<file path="src/rtl/hdmi_pkg.sv">
// Shared constants for the HDMI/DVI TMDS encoder: symbol width, the four
// control tokens sent during blanking, and RGB565 field offsets.
package hdmi_pkg;

    localparam int TMDS_W = 10;

    localparam logic [TMDS_W-1:0] CTRL_TOKEN_00 = 10'b1101010100;
    localparam logic [TMDS_W-1:0] CTRL_TOKEN_01 = 10'b0010101011;
    localparam logic [TMDS_W-1:0] CTRL_TOKEN_10 = 10'b0101010100;
    localparam logic [TMDS_W-1:0] CTRL_TOKEN_11 = 10'b1010101011;

    // RGB565 layout {R[15:11], G[10:5], B[4:0]}
    localparam int R_LSB = 11;
    localparam int R_W   = 5;
    localparam int G_LSB = 5;
    localparam int G_W   = 6;
    localparam int B_LSB = 0;
    localparam int B_W   = 5;

    typedef struct packed {
        logic [7:0] r;
        logic [7:0] g;
        logic [7:0] b;
    } rgb888_t;

    // Control-token lookup for C = {c1, c0}
    function automatic logic [TMDS_W-1:0] ctrl_token(input logic [1:0] c);
        case (c)
            2'b00:   return CTRL_TOKEN_00;
            2'b01:   return CTRL_TOKEN_01;
            2'b10:   return CTRL_TOKEN_10;
            default: return CTRL_TOKEN_11;
        endcase
    endfunction

endpackage

</file>
<file path="src/rtl/tmds_channel_enc.sv">
// One DVI 1.0 TMDS channel: 8-bit data or 2-bit control in, 10-bit symbol out.
// Two register stages (transition-minimised q_m, then DC-balanced symbol),
// each channel keeps its own running disparity. DISP_W must be >= 5.
module tmds_channel_enc
    import hdmi_pkg::*;
#(
    parameter int DISP_W = 5
) (
    input  logic              sys_clk_i,
    input  logic              rst_i,
    input  logic              de_i,
    input  logic [1:0]        c_i,
    input  logic [7:0]        d_i,
    output logic [TMDS_W-1:0] tmds_o
);

    logic [3:0]               n1_d;
    logic                     use_xnor;
    logic [8:0]               q_m;
    logic                     de_s1;
    logic [1:0]               c_s1;
    logic [8:0]               q_m_s1;
    logic [3:0]               n1_q;
    logic [3:0]               n0_q;
    logic signed [DISP_W-1:0] n1_s;
    logic signed [DISP_W-1:0] n0_s;
    logic signed [DISP_W-1:0] two_q8;
    logic signed [DISP_W-1:0] two_nq8;
    logic                     cnt_pos;
    logic                     cnt_neg;
    logic signed [DISP_W-1:0] cnt;
    logic signed [DISP_W-1:0] cnt_nxt;
    logic [TMDS_W-1:0]        sym_nxt;

    assign n1_d     = 4'($countones(d_i));
    assign use_xnor = (n1_d > 4'd4) || ((n1_d == 4'd4) && !d_i[0]);

    // Stage 1: XOR/XNOR chain that minimises transitions
    always_comb begin
        // NOTE: every variable gets a value before any branch/loop so no latch is inferred.
        q_m    = '0;
        q_m[0] = d_i[0];
        for (int i = 1; i < 8; i++) begin
            q_m[i] = use_xnor ? ~(q_m[i-1] ^ d_i[i]) : (q_m[i-1] ^ d_i[i]);
        end
        q_m[8] = ~use_xnor;
    end

    // Stage 1 register: de, control bits and q_m
    always_ff @(posedge sys_clk_i) begin
        // NOTE: non-blocking assignments so every stage samples the pre-edge values together.
        if (rst_i) begin
            de_s1  <= 1'b0;
            c_s1   <= 2'b00;
            q_m_s1 <= '0;
        end else begin
            de_s1  <= de_i;
            c_s1   <= c_i;
            q_m_s1 <= q_m;
        end
    end

    assign n1_q    = 4'($countones(q_m_s1[7:0]));
    assign n0_q    = 4'd8 - n1_q;
    assign n1_s    = DISP_W'(n1_q);
    assign n0_s    = DISP_W'(n0_q);
    assign two_q8  = q_m_s1[8] ? DISP_W'(2) : '0;
    assign two_nq8 = q_m_s1[8] ? '0 : DISP_W'(2);
    assign cnt_neg = cnt[DISP_W-1];
    assign cnt_pos = !cnt[DISP_W-1] && (cnt != '0);

    // Stage 2: DC-balancing symbol selection and disparity update
    always_comb begin
        sym_nxt = ctrl_token(c_s1);
        cnt_nxt = '0;
        if (de_s1) begin
            if ((cnt == '0) || (n1_q == n0_q)) begin
                sym_nxt = {~q_m_s1[8], q_m_s1[8],
                           q_m_s1[8] ? q_m_s1[7:0] : ~q_m_s1[7:0]};
                cnt_nxt = q_m_s1[8] ? (cnt + n1_s - n0_s) : (cnt + n0_s - n1_s);
            end else if ((cnt_pos && (n1_q > n0_q)) || (cnt_neg && (n0_q > n1_q))) begin
                sym_nxt = {1'b1, q_m_s1[8], ~q_m_s1[7:0]};
                cnt_nxt = cnt + two_q8 + n0_s - n1_s;
            end else begin
                sym_nxt = {1'b0, q_m_s1[8], q_m_s1[7:0]};
                cnt_nxt = cnt - two_nq8 + n1_s - n0_s;
            end
        end
    end

    // Stage 2 register: output symbol and running disparity
    always_ff @(posedge sys_clk_i) begin
        if (rst_i) begin
            tmds_o <= CTRL_TOKEN_00;
            cnt    <= '0;
        end else begin
            tmds_o <= sym_nxt;
            cnt    <= cnt_nxt;
        end
    end

endmodule

</file>
<file path="src/rtl/hdmi_tmds_encoder.sv">
// HDMI/DVI TMDS encoder: RGB565 + sync + de in, three 10-bit symbols out,
// fixed 2-cycle latency. ch0 = blue (carries {vsync,hsync} in blanking),
// ch1 = green, ch2 = red.
// Build option RGB565_BIT_REPLICATE_EN: expand by replicating MSBs into the
// low bits (0xFFFF -> FF/FF/FF); otherwise zero-pad (0xFFFF -> F8/FC/F8).
module hdmi_tmds_encoder
    import hdmi_pkg::*;
#(
    parameter bit SYNC_INVERT = 1'b0,
    parameter int DISP_W      = 5
) (
    input  logic              sys_clk_i,
    input  logic              rst_i,
    input  logic              de_i,
    input  logic              hsync_i,
    input  logic              vsync_i,
    input  logic [15:0]       rgb_i,
    output logic [TMDS_W-1:0] tmds_ch0_o,
    output logic [TMDS_W-1:0] tmds_ch1_o,
    output logic [TMDS_W-1:0] tmds_ch2_o
);

    logic       hs;
    logic       vs;
    logic [4:0] r5;
    logic [5:0] g6;
    logic [4:0] b5;
    rgb888_t    px;

    assign hs = hsync_i ^ SYNC_INVERT;
    assign vs = vsync_i ^ SYNC_INVERT;
    assign r5 = rgb_i[R_LSB +: R_W];
    assign g6 = rgb_i[G_LSB +: G_W];
    assign b5 = rgb_i[B_LSB +: B_W];

`ifdef RGB565_BIT_REPLICATE_EN
    assign px = '{r: {r5, r5[4:2]}, g: {g6, g6[5:4]}, b: {b5, b5[4:2]}};
`else
    assign px = '{r: {r5, 3'b000}, g: {g6, 2'b00}, b: {b5, 3'b000}};
`endif

    tmds_channel_enc #(.DISP_W(DISP_W)) u_ch0 (
        .sys_clk_i (sys_clk_i),
        .rst_i     (rst_i),
        .de_i      (de_i),
        .c_i       ({vs, hs}),
        .d_i       (px.b),
        .tmds_o    (tmds_ch0_o)
    );

    tmds_channel_enc #(.DISP_W(DISP_W)) u_ch1 (
        .sys_clk_i (sys_clk_i),
        .rst_i     (rst_i),
        .de_i      (de_i),
        .c_i       (2'b00),
        .d_i       (px.g),
        .tmds_o    (tmds_ch1_o)
    );

    tmds_channel_enc #(.DISP_W(DISP_W)) u_ch2 (
        .sys_clk_i (sys_clk_i),
        .rst_i     (rst_i),
        .de_i      (de_i),
        .c_i       (2'b00),
        .d_i       (px.r),
        .tmds_o    (tmds_ch2_o)
    );

endmodule

</file>
<file path="config.mk">
export PLATFORM = sky130hd
export DESIGN_NAME = hdmi_tmds_encoder
export DESIGN_NICKNAME = d
export VERILOG_FILES = /design/src/rtl/hdmi_pkg.sv /design/src/rtl/tmds_channel_enc.sv /design/src/rtl/hdmi_tmds_encoder.sv
export SDC_FILE = /design/constraint.sdc
export NUM_CORES = 1
export LEC_CHECK = 0
export ABC_CLOCK_PERIOD_IN_PS = 11200
export CAP_MARGIN = 20
export CORE_ASPECT_RATIO = 0.9
export CORE_MARGIN = 4
export CORE_UTILIZATION = 45
export CTS_CLUSTER_DIAMETER = 150
export DETAILED_ROUTE_END_ITERATION = 10
export PLACE_DENSITY = 0.61
export SYNTH_ARGS = -nofsm -noshare
export SYNTH_HDL_FRONTEND = slang
export SYNTH_SLANG_ARGS = --single-unit
</file>
<file path="constraint.sdc">
create_clock -name sys_clk_i -period 11.2 [get_ports sys_clk_i]
set_clock_uncertainty 0.05 [all_clocks]
set_input_delay 2.24 -clock sys_clk_i [delete_from_list [all_inputs] [get_ports sys_clk_i]]
set_output_delay 2.24 -clock sys_clk_i [all_outputs]
set_load 0.05 [all_outputs]
</file>
==> results.json <==
{
  "status": "completed",
  "numCtsBuffers": 9,
  "yosysSeqAreaShare_pct": 21.3,
  "grt_usage_pct": 18.7,
  "synthFlopType": "dfxtp_1",
  "crit_chain": "ha_1, inv_1, fa_1, inv_1, ha_1, fa_1, xnor2_2, inv_1, ha_1, xnor2_1, xnor2_1, ha_1, inv_1, fa_1, and3b_1, or4_1, a22oi_1, mux2i_1, a22oi_1, o22ai_1",
  "synth_area_leaders": "dfxtp_1 (21%), ha_1 (18%), fa_1 (11%)",
  "start_util_pct": 46.2,
  "end_kind": "register",
  "dpl_worst_slack_ns": 5.76,
  "yosysWarnings": 0,
  "cp_data_required_time_ns": 11.37,
  "io_buffers": 50,
  "core-area_mm2": 0.0141,
  "ys_types": 71,
  "drtIter0Drc": 225,
  "first_pass_iters": 4,
  "cts_hold_buffers": 0,
  "slew_headroom_pct": 39.5,
  "grt_max_degree": 33,
  "fin_crit_sh_pct": 49.0,
  "cts_buffer_depth": 2,
  "slowest_stage": "fa_1",
  "yosysMostFrequentCell": "inv_1",
  "synth_top_area_share_pct": 21.3,
  "drc": 0,
  "post_dp_cell_area_mm2": 0.00718,
  "drive_above_1_share_pct": 5.45,
  "critical_path_class": "reg -> reg",
  "rows": 41,
  "final_area_mm2": 0.00746,
  "antenna_found_initial": 0,
  "worst_pin_slew_ns": 0.904,
  "diodes": 0,
  "io_pins": 51,
  "area_growth_pct": 14.9,
  "die_h_um": 122,
  "min_path_type": "reg -> reg",
  "die-area_mm2": 0.0164,
  "maxSlewViolCount": 0,
  "worstPathArrival_ns": 5.66,
  "syn_area_per_cell_um2": 9.00,
  "hold_viol": 0,
  "worstSkewPairLatency_ns": 0.34,
  "cpPeakStageDelay_ns": 0.55,
  "async_flop_share_pct": 0,
  "syn_nets": 868,
  "fmax_mhz": 182,
  "synth_cells": 721,
  "cap_violations": 0,
  "rsz0062_at_grt": "false",
  "clkTransAtPathRegs_ns": 0.06,
  "avgViaCountPerCell": 5.17,
  "synth_common_cells": "inv_1 (94), ha_1 (91), dfxtp_1 (69)",
  "period_minus_slack_ns": 5.49,
  "grt-ovfl-total": 0,
  "htree_num_levels": 3,
  "timing.final.ws_setup_ns": 5.71,
  "hold_ws_ns": 0.448,
  "ys_seq_elements": 69,
  "avgRoutedWirePerCell_um": 15.0,
  "dp_hpwl_um": 11800,
  "cts_setup_buffers": 0,
  "cp.buffers_inverters": 4,
  "critPathLaunchType": "register",
  "synth_top_cell_by_area": "dfxtp_1",
  "num_vias": 4982,
  "ctsResizeCount": 0,
  "layout.nets": 913,
  "antenna_left": 0,
  "totalWireLength_um": 14500,
  "clock_sinks": 69,
  "grt_pass1_vias": 5179,
  "setup_tns_ns": 0,
  "synth-edff-count": 0,
  "grt_pass1_wl_um": 24700,
  "setup_violations": 0,
  "place.gp.congestion": 0.919,
  "cts-root-buf": "clkbuf_16",
  "critPathTopFamily": "adder cells",
  "cts_tree": "done",
  "critPathMaxFanout": 9,
  "die-width_um": 135,
  "netlist_area_mm2": 0.00649
}
==> cell type report <==
class	instances	area (um^2)
sequential	69	1380
inverter	96	363
fill	1287	6600
clock inverter	6	47.5
clock buffer	10	229
tap	193	241
timing repair buffer	52	523
multi-input combinational	538	4670
==> per-layer routing <==
layer	track usage, %	vias up	routed length [um]
met5	0	-	0
met4	6.30	0	261
met3	3.80	23	644
met2	30.6	89	6590
met1	25.0	2352	7010
li1	-	2518	-
==> metrics by stage <==
stage | utilization (%) | std cells
2_1_floorplan | - | 721
3_3_place_gp | 51.0 | 947
3_5_place_dp | 51.1 | 948
4_1_cts | 53.1 | 964
5_1_grt | 53.1 | 964
6_report | 53.1 | 964
==> cell families after synthesis <==
family	synth area share, %
AOI/OAI and AO/OA	14.8
xor gates and xnor gates	14.2
adders and majority gates	28.3
buffers and inverters	6.73
DFF	21.3
muxes	2.31
and+or+nand+nor	12.3
==> path summary, 6_finish.rpt <==
check,start,end,slack (ns),cells past startpoint
min,u_ch2.cnt[0]$_SDFFE_PP0P_,u_ch2.cnt[0]$_SDFFE_PP0P_,0.45,2
min reg2reg,u_ch2.cnt[0]$_SDFFE_PP0P_,u_ch2.cnt[0]$_SDFFE_PP0P_,0.45,2
max,u_ch2.q_m_s1[6]$_SDFF_PP0_,u_ch2.cnt[4]$_SDFF_PP0_,5.71,20
max reg2reg,u_ch2.q_m_s1[6]$_SDFF_PP0_,u_ch2.cnt[4]$_SDFF_PP0_,5.71,20
==> sequential cells by signal, summed over array words and instances, names as in the netlist <==
register / cells
u_ch0.c_s1: 2
u_ch0.tmds_o: 10
u_ch0.q_m_s1: 7
u_ch1.q_m_s1: 8
u_ch2.q_m_s1: 7
u_ch2.cnt: 5
u_ch1.cnt: 5
u_ch1.de_s1: 1
u_ch1.tmds_o: 10
u_ch0.cnt: 5
u_ch2.tmds_o: 9
==> worst register-to-register path, cell delays in order, from the launching register on <==
cell and delay, ns:
dfxtp_1 0.33, ha_1 0.27, inv_1 0.05, fa_1 0.49, inv_1 0.04, ha_1 0.20, fa_1 0.43, xnor2_2 0.43
inv_1 0.16, ha_1 0.36, xnor2_1 0.15, xnor2_1 0.27, ha_1 0.23, inv_1 0.06, fa_1 0.55, and3b_1 0.24
or4_1 0.51, a22oi_1 0.16, mux2i_1 0.10, a22oi_1 0.20, o22ai_1 0.08
==> cell usage in the layout (no fill, tap or decap), drive strengths merged, types with 20 or more instances in the layout <==
cell type      count
o21ai             31
a21oi             43
ha                91
xor2              29
clkdlybuf4s50     50
a21o              20
nor2              44
dfxtp             69
nand2             42
inv               96
xnor2             60
fa                35
Power is left out: the tool's default activity adds up to more than one toggle a clock period on the data nets, which glitch-free logic cannot reach.
